File: config.mk
export PLATFORM = sky130hd
export DESIGN_NAME = traffic_timer
export DESIGN_NICKNAME = d
export VERILOG_FILES = /design/src/rtl/traffic_timer_pkg.sv /design/src/rtl/one_hz_divider.sv /design/src/rtl/traffic_timer.sv
export SDC_FILE = /design/constraint.sdc
export NUM_CORES = 1
export LEC_CHECK = 0
export CELL_PAD_IN_SITES_DETAIL_PLACEMENT = 1
export CELL_PAD_IN_SITES_GLOBAL_PLACEMENT = 1
export CORE_MARGIN = 2
export CORE_UTILIZATION = 44
export CTS_BUF_LIST = sky130_fd_sc_hd__clkbuf_16
export DETAILED_ROUTE_END_ITERATION = 16
export PLACE_DENSITY_LB_ADDON = 0.1
export SLEW_MARGIN = 20
export SYNTH_ARGS = -nofsm -noshare
export SYNTH_HDL_FRONTEND = slang
export SYNTH_SLANG_ARGS = --single-unit
File: constraint.sdc
create_clock -name clk -period 1.8 [get_ports clk]
set_input_delay 0.18 -clock clk [delete_from_list [all_inputs] [get_ports clk]]
set_output_delay 0.18 -clock clk [all_outputs]
set_load 0.005 [all_outputs]
File: src/rtl/traffic_timer_pkg.sv
// Shared slot encodings, default interval lengths and timer state type.
package traffic_timer_pkg;

  typedef enum logic [1:0] {
    BASE = 2'b00,
    EXT  = 2'b01,
    YEL  = 2'b10,
    WALK = 2'b11
  } slot_t;

  localparam logic [3:0] T_BASE_DEF = 4'd6;
  localparam logic [3:0] T_EXT_DEF  = 4'd3;
  localparam logic [3:0] T_YEL_DEF  = 4'd2;
  localparam logic [3:0] T_WALK_DEF = 4'd3;

  typedef enum logic {
    IDLE = 1'b0,
    RUN  = 1'b1
  } state_t;

  function automatic logic [3:0] default_value(input slot_t s);
    case (s)
      BASE:    return T_BASE_DEF;
      EXT:     return T_EXT_DEF;
      YEL:     return T_YEL_DEF;
      default: return T_WALK_DEF;
    endcase
  endfunction

endpackage

File: src/rtl/one_hz_divider.sv
// Free-running tick divider: counts 0..CLKS_PER_TICK-1, registered one-cycle tick
// after the terminal count; clear restarts the phase so a fresh countdown gets full seconds.
module one_hz_divider #(
  parameter int CLKS_PER_TICK = 100_000_000
) (
  input  logic clk,
  input  logic Reset,
  input  logic clear,
  output logic oneHz_enable
);

  localparam int W = (CLKS_PER_TICK > 1) ? $clog2(CLKS_PER_TICK) : 1;
  localparam logic [W-1:0] LAST = W'(CLKS_PER_TICK - 1);

  logic [W-1:0] cnt;

  always_ff @(posedge clk) begin
    if (Reset || clear) begin
      cnt          <= '0;
      oneHz_enable <= 1'b0;
    end else if (cnt == LAST) begin
      cnt          <= '0;
      oneHz_enable <= 1'b1;
    end else begin
      cnt          <= cnt + W'(1);
      oneHz_enable <= 1'b0;
    end
  end

endmodule

File: src/rtl/traffic_timer.sv
// Programmable interval timer for the traffic-light controller: four reprogrammable
// second-count slots, IDLE/RUN countdown on a 1 Hz tick, registered Expired pulse.
module traffic_timer
  import traffic_timer_pkg::*;
#(
  parameter int CLKS_PER_TICK = 100_000_000
) (
  input  logic       clk,
  input  logic       Reset,
  input  logic       Reprogram,
  input  logic [1:0] Time_Parameter_Selector,
  input  logic [3:0] Time_Value,
  input  logic       Start_Timer,
  input  logic [1:0] Interval,
  output logic       Expired,
  output logic       Busy,
  output logic [3:0] Count,
  output logic       oneHz_enable,
  output logic [3:0] Param_Value
);

  logic [3:0] params [4];
  state_t     state;

  one_hz_divider #(.CLKS_PER_TICK(CLKS_PER_TICK)) u_div (
    .clk          (clk),
    .Reset        (Reset),
    .clear        (Start_Timer),
    .oneHz_enable (oneHz_enable)
  );

  assign Param_Value = params[Time_Parameter_Selector];

  // A zero write restores the slot default so an interval can never be programmed to 0.
  always_ff @(posedge clk) begin
    if (Reset) begin
      params[BASE] <= T_BASE_DEF;
      params[EXT]  <= T_EXT_DEF;
      params[YEL]  <= T_YEL_DEF;
      params[WALK] <= T_WALK_DEF;
    end else if (Reprogram) begin
      params[Time_Parameter_Selector] <= (Time_Value != 4'd0)
          ? Time_Value : default_value(slot_t'(Time_Parameter_Selector));
    end
  end

  // Start beats the final tick; the load reads the pre-write slot value.
  always_ff @(posedge clk) begin
    if (Reset) begin
      state   <= IDLE;
      Count   <= 4'd0;
      Busy    <= 1'b0;
      Expired <= 1'b0;
    end else begin
      Expired <= 1'b0;
      if (Start_Timer) begin
        state <= RUN;
        Busy  <= 1'b1;
        Count <= params[Interval];
      end else if (state == RUN && oneHz_enable) begin
        if (Count <= 4'd1) begin
          state   <= IDLE;
          Busy    <= 1'b0;
          Count   <= 4'd0;
          Expired <= 1'b1;
        end else begin
          Count <= Count - 4'd1;
        end
      end
    end
  end

endmodule

==> key figures <==
Floorplan
  • Initial Util: 45.7%
  • Ports: 23
  • DIE HEIGHT: 79.6 um
  • Rows: 27
  • Core ar.: 0.00551 sq mm
  • Die ar.: 0.00634 sq mm
  • Die Width: 79.6 um

Layout
  • Multi-input combinational cell area: 0.00128 sq mm
  • ANT cells: 0
  • Non-Filler Instances: 373
  • Fillers: 623
  • Most frequent cells in the layout: dfxtp_1 (34), buf_4 (23), nor2_1 (22), nand2_1 (19), a21oi_1 (18)
  • Share of layout cells above drive strength 1: 17.3%
  • NumNets Final: 315
  • Area grow syn2layout: 23.9%
  • Storage cell area: 0.00116 sq mm
  • Commonest non-fill, non-tap cell in the layout: dfxtp_1

Worst setup path
  • Kind of start point of the critical path: flip-flop
  • FF-to-FF Start: u_div.cnt[1]$_SDFF_PP0_
  • CP startpoint: u_div.cnt[1]$_SDFF_PP0_
  • Nature of the critical path endpoint: flip-flop
  • Kind of critical path: reg -> reg
  • Crit path required time: 2.03 ns
  • Critical Path AT: 1.97 ns
  • Crit Path Max Fanout: 4

Drt
  • Met2 wire len: 3130 um
  • 1st-iter DRT viols: 106
  • Top routing layer used: met4
  • Pre-Repair DR Iteration Count: 4
  • DRC errors left: 0
  • Antenna viol nets, final: 0
  • Wire per inst: 17.0 um
  • Vias: 2,151
  • WL met3: 149 um
  • WL final: 6330 um
  • Metal-1 WL: 2970 um
  • Via-to-Cell Ratio: 5.77

Yosys
  • Unique masters post-synth: 41
  • Compound-Gate Fraction of Synth Area: 11.0%
  • Largest family of logic cells by synthesized area: simple AND/OR/NAND/NOR gates
  • Post-Synthesis Cells: 258
  • Syn_nets: 273
  • Mapped Area: 0.00252 sq mm
  • Sequential area share after synthesis: 46.1%
  • Synth Area per Inst: 9.76 sq um
  • Simple-gate share of the synthesized area: 27.6%
  • Xor/xnor share of the synthesized area: 2.78%
  • Syn. warnings: 0
  • Multiplexer share of the synthesized area: 7.16%
  • Seq cells post-synth: 50
  • Post-Synth Adder-Cell Area: 1.49%

Global route
  • Total track usage: 22.1%
  • Global-route wire length before repair: 10,900 um
  • Vias in the first global route: 2,288
  • Total grt overflow: 0
  • Initial antenna violation count: 0
  • Pin count of the biggest net entering global routing: 17

Timing
  • Min Tclk post-route: 1.74 ns
  • Worst slew margin: 68.6%
  • Final period util: 96.7%
  • Slew Viols, Final: 0
  • Fmax: 0.574 GHz
  • RSZ-0062 raised after global routing: true
  • Worst Clk Skew: 0.00598 ns
  • Final setup viols: 0
  • Final Hold Violating Endpoints: 0
  • Worst slew pin tran: 0.468 ns

Clocking
  • Root Buffer: clkbuf_16
  • CTS Buf Count: 5
  • Clock latency on the worst-skew pair: 0.29 ns
  • Clk buf depth: 2
  • CTS tree: built
  • H-tree lvl count: 2
  • Hold buffers post-CTS: 0
  • Clock-pin slew on the worst setup and hold paths: 0.07 ns
  • Sink Count: 50
  • Setup Buffers After CTS: 0

Worst hold path
  • Worst min-delay path class: reg -> reg
  • Hold path start: u_div.cnt[23]$_SDFF_PP0_

Run status
  • Status: finished clean

Pwr
  • Sequential power share: 51.3%
  • Max VDD drop: 0.557 mV
  • Cell leakage power: 0.00105 uW
  • Comb power frac: 9.6%
  • P_sw: 561 uW
  • Sw Ratio: 23.3%
  • Clock Power Share: 39.1%
  • PD cells: 772 mW/mm^2
  • PnR Total Power: 2410 uW
  • P_int: 1850 uW

Placement
  • Gp weighted congestion: 0.774
  • Detailed placer's ending HPWL: 4660 um
  • Placed instance count: 365
  • Port Buf Inserts: 22

Flow run
  • Max-cap violations: 0
==> layer usage <==
layer	up-vias	GRT usage, %
met2	25	37.8
met5	-	0
met3	11	3.73
met1	1070	28.2
met4	0	7.59
li1	1045	-
==> flip-flops by register name (all words and copies together) (netlist names) <==
name,cells
u_div.cnt,27
params,16
Count,4
Expired,1
state,1
u_div.oneHz_enable,1
==> power by group through the flow <==
| stage | combinational, uW | clock (uW) | sequential [uW] |
|---|---|---|---|
| 2_1_floorplan | 115 | 0 | 1250 |
| 3_3_place_gp | 229 | 0 | 1260 |
| 3_5_place_dp | 238 | 0 | 1260 |
| 4_1_cts | 232 | 952 | 1240 |
| 6_report | 230 | 941 | 1240 |
| 5_1_grt | 252 | 1010 | 1240 |
==> Yosys cell counts <==
cell type | n | area, sq um
nand3b_1 | 1 | 7.51
o21ai_0 | 12 | 60.1
and4_1 | 6 | 52.6
dfxtp_1 | 34 | 681
nand3_1 | 9 | 45.0
a21oi_1 | 19 | 95.1
xor2_1 | 4 | 35.0
and2_1 | 6 | 37.5
or2_2 | 2 | 12.5
a21o_1 | 2 | 15.0
mux4_2 | 8 | 180
nand3_2 | 1 | 10.0
nor2b_1 | 2 | 12.5
nor3_1 | 9 | 45.0
or4b_1 | 1 | 10.0
o31ai_1 | 7 | 52.6
clkbuf_1 | 5 | 18.8
nor2_1 | 22 | 82.6
nand4_1 | 10 | 62.6
ha_1 | 3 | 37.5
o31ai_2 | 1 | 12.5
and3_1 | 6 | 37.5
nand2b_1 | 4 | 25.0
inv_1 | 10 | 37.5
buf_4 | 1 | 7.51
xnor2_1 | 4 | 35.0
a31o_2 | 1 | 8.76
nand4b_1 | 1 | 8.76
nand4_4 | 1 | 21.3
a211oi_1 | 1 | 7.51
a311oi_1 | 2 | 17.5
or4_1 | 7 | 52.6
a221oi_1 | 1 | 8.76
buf_2 | 4 | 20.0
nor3b_1 | 2 | 15.0
or3_1 | 8 | 50.1
nand2_1 | 19 | 71.3
edfxtp_1 | 16 | 480
buf_6 | 1 | 11.3
nor4_1 | 3 | 18.8
nor4b_1 | 2 | 17.5
==> worst max-delay path, cell delays in order, from the launching register on <==
cell and delay, ns:
dfxtp_1 0.36, ha_2 0.23, and4_2 0.27, nand4_1 0.14
or4_1 0.52, a21oi_2 0.16
==> repair_timing <==
item                                    4_1_cts  5_1_grt
endpoints found under the setup margin        5       17
pin swaps                                     0        0
resized for setup                             6        7
==> kinds of logic after synthesis <==
logic type	Yosys count
XOR/XNOR	8
buffers and inverters	21
flip-flops	50
multiplexers	8
AO/OA/AOI/OAI	46
AND/OR/NAND/NOR	122
adder cells (fa/ha/maj)	3
==> metrics by stage <==
stage | util [%] | setup WS, ns | hold WS (ns) | area (sq um) | setup TNS [ns]
3_3_place_gp | 53.6 | -0.188 | 0.471 | 2950 | -0.789
5_1_grt | 56.6 | -0.0328 | 0.515 | 3120 | -0.0477
3_5_place_dp | 53.6 | -0.273 | 0.486 | 2950 | -1.36
4_1_cts | 56.2 | 0.00127 | 0.506 | 3090 | 0
2_1_floorplan | - | 0.195 | 0.347 | 2520 | 0
6_report | 56.6 | 0.0592 | 0.500 | 3120 | 0
==> area by class of cell <==
type | count | share of cell area, %
clock inverters | 3 | 0.682
repair buffers | 46 | 12.8
clock buffers | 5 | 4.01
multi-input cells | 187 | 41.2
flip-flops and latches | 50 | 37.2
well taps | 72 | 2.89
inverters | 10 | 1.20
==> path summary, 6_finish.rpt <==
check | endpoint | slack, ns | cells past startpoint
worst max-delay path | u_div.cnt[26]$_SDFF_PP0_ | 0.06 | 5
worst min-delay path | u_div.cnt[23]$_SDFF_PP0_ | 0.50 | 2
worst max register to register | u_div.cnt[26]$_SDFF_PP0_ | 0.06 | 5
worst min register to register | u_div.cnt[23]$_SDFF_PP0_ | 0.50 | 2
Power figures use the tool's default switching activity.
